[config.mk]
export PLATFORM = sky130hd
export DESIGN_NAME = counter_wrap_monitor
export DESIGN_NICKNAME = d
export VERILOG_FILES = /design/src/rtl/counter_wrap_monitor.sv
export SDC_FILE = /design/constraint.sdc
export NUM_CORES = 1
export LEC_CHECK = 0
export ABC_AREA = 1
export CORE_ASPECT_RATIO = 1.2
export CORE_MARGIN = 4
export CORE_UTILIZATION = 39
export DETAILED_ROUTE_END_ITERATION = 10
export PLACE_DENSITY = 0.66
export SETUP_SLACK_MARGIN = 0.15
export SLEW_MARGIN = 20
export SYNTH_ARGS = -nofsm -noshare
export SYNTH_HDL_FRONTEND = slang
export SYNTH_SLANG_ARGS = --single-unit
[constraint.sdc]
create_clock -name clk -period 1.5 [get_ports clk]
set_input_delay 0.375 -clock clk [delete_from_list [all_inputs] [get_ports clk]]
set_output_delay 0.375 -clock clk [all_outputs]
set_load 0.05 [all_outputs]
[src/rtl/counter_wrap_monitor.sv]
// Wrap/error monitor for the 4-bit up-counter: counts wraps, raises a handshaked
// interrupt every IRQ_THRESH wraps, flags protocol errors and captures snapshots.
module counter_wrap_monitor #(
    parameter int CNT_W      = 4,
    parameter int WRAP_W     = 8,
    parameter int IRQ_THRESH = 4
) (
    input  logic              clk,
    input  logic              reset,
    input  logic [CNT_W-1:0]  cnt_in,
    input  logic              ovf_in,
    input  logic              irq_ack,
    input  logic              snap_req,
    input  logic              err_clr,
    output logic [WRAP_W-1:0] wrap_count,
    output logic              wrap_sat,
    output logic              irq,
    output logic [1:0]        err,
    output logic              snap_valid,
    output logic [CNT_W-1:0]  snap_cnt,
    output logic [WRAP_W-1:0] snap_wraps
);
    localparam logic [CNT_W-1:0]  CNT_MAX  = '1;
    localparam logic [WRAP_W-1:0] WRAP_MAX = '1;
    localparam logic [WRAP_W-1:0] THRESH   = WRAP_W'(IRQ_THRESH);

    logic [CNT_W-1:0]  cnt_prev;
    logic              ovf_prev;
    logic              primed;
    logic [WRAP_W-1:0] pend_cnt;

    logic [CNT_W-1:0]  cnt_inc;
    logic              wrap_ev;
    logic              ill_step;
    logic [WRAP_W-1:0] wrap_nxt;
    logic [WRAP_W-1:0] pend_nxt;
    logic [1:0]        err_nxt;

    // Debug tap: previous overflow level, kept for the rising-edge trace only.
    logic unused_ovf_trace;
    assign unused_ovf_trace = ovf_prev;

    always_comb begin
        cnt_inc  = cnt_prev + 1'b1;
        wrap_ev  = primed && (cnt_prev == CNT_MAX) && (cnt_in == '0);
        ill_step = primed && (cnt_in != cnt_prev) && (cnt_in != cnt_inc);
        wrap_nxt = (wrap_ev && (wrap_count != WRAP_MAX)) ? wrap_count + 1'b1 : wrap_count;

        // An ack restarts the pending count, keeping a wrap that lands on the same edge.
        pend_nxt = pend_cnt;
        if (irq_ack && irq)
            pend_nxt = wrap_ev ? WRAP_W'(1) : '0;
        else if (wrap_ev && (pend_cnt < THRESH))
            pend_nxt = pend_cnt + 1'b1;

        // New detections win over a concurrent clear.
        err_nxt = (err_clr ? 2'b00 : err) | {ill_step, wrap_ev & ~ovf_in};
    end

    always_ff @(posedge clk) begin
        if (reset) begin
            cnt_prev   <= '0;
            ovf_prev   <= 1'b0;
            primed     <= 1'b0;
            pend_cnt   <= '0;
            wrap_count <= '0;
            wrap_sat   <= 1'b0;
            irq        <= 1'b0;
            err        <= 2'b00;
            snap_valid <= 1'b0;
            snap_cnt   <= '0;
            snap_wraps <= '0;
        end else begin
            cnt_prev   <= cnt_in;
            ovf_prev   <= ovf_in;
            primed     <= 1'b1;
            pend_cnt   <= pend_nxt;
            wrap_count <= wrap_nxt;
            wrap_sat   <= wrap_sat | (wrap_nxt == WRAP_MAX);
            irq        <= (pend_nxt >= THRESH);
            err        <= err_nxt;
            snap_valid <= snap_req;
            if (snap_req) begin
                snap_cnt   <= cnt_in;
                snap_wraps <= wrap_nxt;
            end
        end
    end
endmodule

# After elaboration in Yosys (flattened, before gate mapping)
# Cells that the tools add are included.
dict set report totals {
  regBits 38
  in_bits 10
}
dict set report classes {
  magnitude_cmp 2
  eq_ne 5
  bitwise 4
  mux 6
  reduce_logical 8
  n_addsub 3
}
# op n
set op_table {}
lappend op_table {{two-way mux 8 bit} 3}
lappend op_table {{adder 8 x 1 -> 8 bit, second input constant} 2}
lappend op_table {{== test 8 bit, second input constant} 1}
lappend op_table {{greater-or-equal comparator 8 x 3 -> 1 bit, second input constant} 1}
lappend op_table {{< comparator 8 x 3 -> 1 bit, second input constant} 1}
lappend op_table {{!= test 4 bit} 2}
lappend op_table {{!= test 8 bit, second input constant} 1}
lappend op_table {{logical AND 1 bit} 7}
lappend op_table {{adder 4 x 1 -> 4 bit, second input constant} 1}
lappend op_table {{== test 4 bit, second input constant} 1}
lappend op_table {{zero test 4 bit} 1}
lappend op_table {{two-way mux 1 bit} 2}
lappend op_table {{two-way mux 2 bit} 1}
lappend op_table {{OR 2 bit} 1}
lappend op_table {{bitwise AND 1 bit} 1}
lappend op_table {{inverter 1 bit} 1}
lappend op_table {{OR 1 bit} 1}

# Longest topological paths before layout
# Gate-level depths: netlist (run 1).
dict set report logic_depth {
  ltp_word 7
  ltp_mapped 13
  mapped_depth_nobuf 13
}

# Worst setup path before layout (run 1)
# Ideal clock, no wire load.
dict set report synth_timing {
  path_kind {reg2reg}
  from {register wrap_count[0]}
  to {register wrap_sat}
  t_arrival_ns 1.803
  slack_ns -0.369
  path_stages_with_launch 12
  period_less_slack_ns 1.869
  path_buffers 0
  setup_ns 0.066
  cell_sequence {dfxtp_1 ha_1 nand3_1 inv_1 nand2_2 nand2_4 nand2_1 o21ai_2 nand2_1 nor2_2 nand2_1 a21oi_2}
}
dict set report synth_between {
  elab_chain_cells 5
  elab_cells_between_ends 6
  classes_between {add/sub (1); eq/ne (2); mux (1); bitwise (1); reduce/logical (1)}
}
# element line_no
set synth_rtl {}
lappend synth_rtl {{from (decl)} 15} ;# output logic [WRAP_W-1:0] wrap_count,
lappend synth_rtl {{from (signal assigned)} 78} ;# wrap_count <= wrap_nxt;
lappend synth_rtl {{parallel branches: the longest is 2 deep, another holds adder 8 x 1 -> 8 bit} n/a}
lappend synth_rtl {{two-way mux 8 bit *} 47} ;# wrap_nxt = (wrap_ev && (wrap_count != WRAP_MAX)) ? wrap_count + 1'b1 : wrap_count;
lappend synth_rtl {{== test 8 bit *} 79} ;# wrap_sat <= wrap_sat | (wrap_nxt == WRAP_MAX);
lappend synth_rtl {{OR 1 bit *} 79}
lappend synth_rtl {{to (signal assigned)} 79}
lappend synth_rtl {{to (decl)} 16} ;# output logic wrap_sat,
# Every way passes the cells marked *.
# A chain may end at the register's enable or synchronous reset.

# Worst setup path in the final report (run 1)
dict set report layout_timing {
  from {register cnt_prev[0]}
  to {register wrap_sat}
}
dict set report layout_between {
  elab_chain_cells 7
}
# element line_no
set layout_rtl {}
lappend layout_rtl {{from (decl)} 27} ;# logic [CNT_W-1:0] cnt_prev;
lappend layout_rtl {{from (signal assigned)} 74} ;# cnt_prev <= cnt_in;
lappend layout_rtl {{== test 4 bit} 45} ;# wrap_ev = primed && (cnt_prev == CNT_MAX) && (cnt_in == '0);
lappend layout_rtl {{logical AND 1 bit (2 in series)} 45}
lappend layout_rtl {{logical AND 1 bit} 47}
lappend layout_rtl {{two-way mux 8 bit} 47}
lappend layout_rtl {{== test 8 bit} 79}
lappend layout_rtl {{OR 1 bit} 79}
# Every way passes these cells.

==> results_dict.tcl, run 1 <==
set metrics [dict create \
    final_common_cell "nand2_1" \
    rsz0062_at_grt "true" \
    core_area_um2 4230 \
    drtPass1Iterations 4 \
    synth_nets 244 \
    cts_buffers 5 \
    status "complete, but fails checks" \
    grt_pass1_wl_mm 6.67 \
    drt-initial-drc-count 68 \
    crit_arrival_ns 1.74 \
    cts.clk_slew.worst_paths_ns 0.08 \
    slew_violations 0 \
    clockBufferDepth 2 \
    die_h_um 80.3 \
    groute.usage.overall_pct 15.9 \
    layout_common_cells "36 x nand2_1, 29 x inv_1, 28 x nor2_1" \
    die-area_um2 5480 \
    cts_hold_buf 0 \
    antenna_cells 0 \
    gp_congestion 0.806 \
    nets 303 \
    critPathCaptureType "flop" \
    finalSetupViolCount 1 \
    grt-ovfl-total 0 \
    finalHoldViolCount 0 \
    vias_per_cell 4.61 \
    drc 0 \
    fin_crit_sh_pct 101 \
    cts_tree "built" \
    dpl.hpwl_mm 2.82 \
    antenna_found_initial 0 \
    power.leakage_nw 1.27 \
    synth_cell_types 27 \
    ys.flop_type "dfxtp_1" \
    area_growth_pct 63.7 \
    hp-class "flop to flop" \
    synth_edf_count 0 \
    ys_ff_latch 38 \
    final_area_um2 2780 \
    startpoint_type "flop" \
    wl_per_cell_um 12.1 \
    fmax_mhz 660 \
    final.setup.tns_ns -0.0151 \
    power_mw 2.12 \
    crit_family "simple AND/OR/NAND/NOR gates" \
    slowest_delay_ns 0.36 \
    finClkSkew_ns 0.00656 \
    drive_gt1_share_pct 39.9 \
    cpMaxStageDelayCell "dfxtp_4" \
    crit_chain "ha_4 -> nand2_4 -> inv_2 -> nand2_4 -> nor2_8 -> nand2_4 -> o21ai_2 -> nand2_1 -> nor2_2 -> nand2_1 -> a21oi_2" \
    io-pin-count 35 \
    die_w_um 68.3 \
    critical_path.max_fanout 7 \
    async_flop_share_pct 0 \
    yosys_warnings 0 \
    h-tree-depth 2 \
    via_count 1601 \
    yosysSeqAreaShare_pct 44.7 \
    violations "setup timing" \
    setup_slack_ns -0.0151 \
    ctsRootBufferMaster "clkbuf_8" \
    first_global_vias 1517 \
    rrSetupSlack_ns -0.02 \
    grt_start_max_net_pins 26 \
    postRouteWirelength_mm 4.21 \
    maxCapViolCount 0 \
    netlist_instances 231 \
    rows 26 \
    antenna_left 0 \
    maxSlewHeadroom_pct 73.8 \
    cp.required_ns 1.73 \
    worstMarginPinSlew_ns 0.393 \
    place_area_um2 2510 \
    finalCriticalPeriod_ns 1.52 \
    power_density_nw_per_um2 763 \
    synth_area_um2 1700 \
    synth.avg_cell_area_um2 7.36 \
    worstSetupPathType "flop to flop" \
    cts_num_sinks 38 \
    crit_top_cell "nand2_4" \
    initial_utilization_pct 40.2 \
    crit_buf_inv 1 \
    ir_worst_vdd_v 0.000728 \
    clock_latency_ns 0.29 \
    portBuffers 34 \
]
-- final timing paths --
path / startpoint / to / depth (start not counted)
worst max-delay path: cnt_prev[0]$_SDFF_PP0_ / wrap_sat$_SDFF_PP0_ / 11
worst min-delay path: pend_cnt[3]$_SDFF_PP0_ / pend_cnt[3]$_SDFF_PP0_ / 2
worst max register to register: cnt_prev[0]$_SDFF_PP0_ / wrap_sat$_SDFF_PP0_ / 11
worst min register to register: pend_cnt[3]$_SDFF_PP0_ / pend_cnt[3]$_SDFF_PP0_ / 2
-- stage by stage --
stage | util [%] | hold WS [ns] | std cells | worst slack [ns]
3_3_place_gp | 59.5 | 0.455 | 330 | -0.362
2_1_floorplan | - | 0.440 | 231 | 0.0631
4_1_cts | 63.1 | 0.471 | 343 | 0.0133
6_report | 65.8 | 0.470 | 347 | -0.0151
3_5_place_dp | 59.5 | 0.457 | 330 | -0.401
5_1_grt | 65.8 | 0.494 | 347 | -0.0817
-- synthesized netlist by cell type (2+ instances only) --
cell type	number	share of area [%]
nand2_2	4	1.5
nand4_1	5	1.8
o21ai_0	9	2.6
nor2_1	34	7.5
xnor2_1	3	1.5
a211oi_1	2	0.88
nand2_4	2	1.3
dfxtp_1	38	45
clkbuf_1	5	1.1
ha_1	3	2.2
nand3_1	13	3.8
xor2_1	4	2.1
nor2_2	4	1.5
o211ai_1	3	1.3
inv_1	35	7.7
nand2_1	46	10
a21oi_1	11	3.2
-- logic make-up (layout without fill, tap and decap cells) --
logic type	Yosys count	count (layout)	share of synthesized area [%]
XOR/XNOR	7	7	3.61
AND/OR/NAND/NOR	112	113	29.9
AO/OA/AOI/OAI	29	29	9.79
flip-flops	38	38	44.7
buffers and inverters	42	101	9.71
adder cells (fa/ha/maj)	3	3	2.21
-- routing by layer --
layer | share of wire [%] | up-vias | track usage, %
met4 | 1.4 | 0 | 4.77
met2 | 51 | 33 | 26.8
met1 | 43 | 717 | 19.2
met5 | 0 | - | 0
met3 | 4.7 | 7 | 4.76
li1 | - | 844 | -
-- cell type report --
cell class | count | area [um^2]
fillers | 328 | 1450
flip-flops and latches | 38 | 783
multi-input cells | 152 | 920
repair buffers | 57 | 782
clock buffers | 6 | 82.6
clock inverters | 2 | 11.3
inverters | 36 | 135
well taps | 56 | 70.1
-- repair_timing --
action | 4_1_cts | 5_1_grt
pin swaps | 9 | 7
setup buffers | 4 | 4
resized for setup | 10 | 29
endpoints found under the setup margin | 22 | 21
cloned | 1 | 0
-- flip-flops by register name, summed over array words and instances (netlist names) --
| signal | cells |
|---|---|
| pend_cnt | 8 |
| wrap_count | 8 |
| irq | 1 |
| err | 2 |
| cnt_prev | 4 |
| snap_valid | 1 |
| wrap_sat | 1 |
| snap_cnt | 4 |
| snap_wraps | 8 |
| primed | 1 |
-- worst register-to-register path, cell delays in order, from the launching register on --
cell and delay [ns]:
dfxtp_4 0.36, ha_4 0.15, nand2_4 0.06, inv_2 0.07, nand2_4 0.08, nor2_8 0.14, nand2_4 0.10, o21ai_2 0.15
nand2_1 0.09, nor2_2 0.09, nand2_1 0.07, a21oi_2 0.10
-- report_power, final --
part           internal, mW  switching, mW  leakage [nW]
registers              1.03         0.0291         0.317
logic                 0.154          0.168         0.905
clock network         0.371          0.368        0.0515
Note: power is estimated with default switching activity, not from simulation.
==> run 2: changes to the inputs <==
--- a/config.mk
+++ b/config.mk
@@ -5,12 +5,11 @@
 export SDC_FILE = /design/constraint.sdc
 export NUM_CORES = 1
 export LEC_CHECK = 0
-export ABC_AREA = 1
 export CORE_ASPECT_RATIO = 1.2
 export CORE_MARGIN = 4
 export CORE_UTILIZATION = 39
 export DETAILED_ROUTE_END_ITERATION = 10
-export PLACE_DENSITY = 0.66
+export DONT_BUFFER_PORTS = 1
 export SETUP_SLACK_MARGIN = 0.15
 export SLEW_MARGIN = 20
 export SYNTH_ARGS = -nofsm -noshare
==> results_dict.tcl, run 2 <==
set metrics [dict create \
    crit_arrival_ns 1.94 \
    async_flop_share_pct 0 \
    maxCapViolCount 0 \
    first_global_vias 1586 \
    multi_input_area_um2 1080 \
    setup_slack_ns -0.244 \
    yosysSeqAreaShare_pct 45.8 \
    slowest_delay_ns 0.54 \
    portBuffers 0 \
    clock_latency_ns 0.29 \
    internal_power_mw 1.40 \
    grt-ovfl-total 0 \
    hp-class "primary input to flop" \
    crit_chain "or4_4 -> buf_12 -> or2_4 -> nor4b_4 -> o211ai_1 -> o32ai_2" \
    cts_buffers 5 \
    antenna_left 0 \
    synth.avg_cell_area_um2 9.22 \
    synth_area_um2 1660 \
    die_w_um 67.6 \
    synth-compound-area-share_pct 12.4 \
    synth_xor_area_share_pct 5.80 \
    grt_start_max_net_pins 29 \
    cpMaxStageDelayCell "or4_4" \
    area_growth_pct 47.0 \
    crit_buf_inv 1 \
    synth_cell_types 40 \
    die-area_um2 5370 \
    initial_utilization_pct 41.1 \
    rrSetupSlack_ns -0.23 \
    final_common_cell "dfxtp_1" \
    die_h_um 79.5 \
    final_cell_count_no_fill 276 \
    seqCellArea_um2 772 \
    worstMarginPinSlew_ns 0.540 \
    rr_worst_depth 7 \
    drive_gt1_share_pct 43.7 \
    cts_tree "built" \
    synthSimpleGateAreaFrac_pct 25.2 \
    grt_pass1_wl_mm 7.20 \
    finalCriticalPeriod_ns 1.74 \
    cts_hold_buf 0 \
    finalSetupViolCount 19 \
    power_mw 1.85 \
    synth_top_family_by_area "simple AND/OR/NAND/NOR gates" \
    switching_share_pct 24.4 \
    io-pin-count 35 \
    ir_worst_vdd_v 0.000535 \
    synth_top_area_share_pct 45.8 \
    clockBufferDepth 2 \
    antenna_found_initial 0 \
    netlist_instances 180 \
    yosys-top-cells-count "38 x dfxtp_1, 26 x nor2_1, 11 x nand2_1, 8 x and2_1" \
    layout_common_cells "29 x dfxtp_1, 27 x buf_4, 23 x nor2_1" \
    h-tree-depth 2 \
    core_area_um2 4040 \
    fin_crit_sh_pct 116 \
    rsz0062_at_grt "true" \
    synth_edf_count 0 \
    pre_cts_ws_ns -0.617 \
    cts_num_sinks 38 \
    nets 235 \
    synth_nets 193 \
    synth_fa_ha_area_share_pct 2.26 \
    slew_violations 0 \
    r2r_end "wrap_sat$_SDFF_PP0_" \
    whs_ns 0.143 \
    top_regs "pend_cnt: 8 flops, snap_wraps: 8 flops, wrap_count: 8 flops" \
    finalHoldViolCount 0 \
    drtPass1Iterations 5 \
    hp-start "reset" \
    vias_per_cell 5.44 \
    cp.required_ns 1.70 \
    cts.clk_slew.worst_paths_ns 0.07 \
    place_inst 261 \
    maxSlewHeadroom_pct 63.9 \
    clkPwrFrac_pct 35.1 \
    r2r-start "cnt_prev[1]$_SDFF_PP0_" \
    yosys_warnings 0 \
    ctsRootBufferMaster "clkbuf_8" \
    violations "setup timing" \
    dpl.hpwl_mm 3.11 \
    synth_top_area_cell "dfxtp_1" \
    synthTopCellsByArea "dfxtp_1 46%, nor2_1 5.9%, mux2i_1 4.2%" \
    antenna_cells 0 \
    drt-initial-drc-count 51 \
    gp_congestion 0.882 \
    ys.flop_type "dfxtp_1" \
    fmax_mhz 573 \
    wl_per_cell_um 16.4 \
    via_count 1502 \
    worstSetupPathType "primary input to flop" \
    synth_most_common_cell "dfxtp_1" \
    crit_family "simple AND/OR/NAND/NOR gates" \
    critPathCaptureType "flop" \
    rows 25 \
    nFillCells 322 \
    synthMuxAreaShare_pct 4.90 \
    power_density_nw_per_um2 760 \
    status "complete, but fails checks" \
    whs_endpoint "snap_wraps[3]$_SDFFE_PP0P_" \
    p_comb_share_pct 5.4 \
    ys_ff_latch 38 \
    drc 0 \
    power.leakage_nw 0.950 \
    postRouteWirelength_mm 4.54 \
    holdPathStages 1 \
    groute.usage.overall_pct 18.1 \
    critical_path.max_fanout 6 \
    finClkSkew_ns 0.00595 \
    startpoint_type "primary input" \
    seq_power_share_pct 59.5 \
    p_switching_mw 0.453 \
]
## run 2: changes by cell type after synthesis, sizes merged, moves of 8 or more
cell | previous run | this run
and2 | 0 | 8
nor2 | 39 | 26
nand2 | 52 | 11
nand3 | 13 | 5
inv | 36 | 6
o21ai | 11 | 0
## run 2: worst max path at each step
stage | start | endpoint | cells past startpoint
6_report | cnt_in[3] | wrap_sat$_SDFF_PP0_ | 6
4_1_cts | cnt_prev[1]$_SDFF_PP0_ | wrap_sat$_SDFF_PP0_ | 6
5_1_grt | cnt_prev[1]$_SDFF_PP0_ | snap_wraps[4]$_SDFFE_PP0P_ | 7
2_1_floorplan | cnt_in[3] | wrap_sat$_SDFF_PP0_ | 7
3_3_place_gp | cnt_in[3] | wrap_sat$_SDFF_PP0_ | 5
3_5_place_dp | cnt_in[3] | wrap_sat$_SDFF_PP0_ | 5
## run 2: layout make-up
cell class	instances	share of cell area (%)
multi-input combinational	127	44.1
sequential	38	31.6
timing repair buffer	44	17.3
clock buffer	5	2.82
inverter	6	0.923
clock inverter	2	0.410
tap	54	2.77
## run 2: layer usage
metal	GRT usage [%]	wire length, um	vias to the layer above
met5	0	0	-
met3	7.18	324	16
met1	17.2	1590	726
met2	33.0	2490	44
li1	-	-	716
met4	8.32	136	0
## run 2: power groups by stage
stage / Clock, mW / Sequential [mW] / Combinational (mW)
finish: 0.651 / 1.10 / 0.101
floorplan: 0 / 1.13 / 0.0739
global route: 0.711 / 1.11 / 0.111
CTS: 0.670 / 1.10 / 0.0957
global placement: 0 / 1.12 / 0.0797
detailed placement: 0 / 1.12 / 0.0849
## run 2: cell families after synthesis
kind of cell | after synthesis
buffers and inverters | 15
AOI/OAI and AO/OA | 26
xor gates and xnor gates | 11
DFF | 38
and+or+nand+nor | 79
adders and majority gates | 3
muxes | 8
## run 2: through the flow
step           utilization, %  cell area [um^2]  TNS (ns)
2_1_floorplan               -              1690     -7.51
3_3_place_gp             49.4              1990     -9.35
5_1_grt                  60.5              2440     -3.98
6_report                 60.5              2440     -2.90
4_1_cts                  55.9              2260     -2.43
3_5_place_dp             49.4              1990     -9.69
## run 2: timing repair
| action | 4_1_cts | 5_1_grt |
|---|---|---|
| resized for setup | 33 | 31 |
| setup buffers | 5 | 3 |
| pin swaps | 22 | 15 |
| setup endpoints to repair | 26 | 32 |
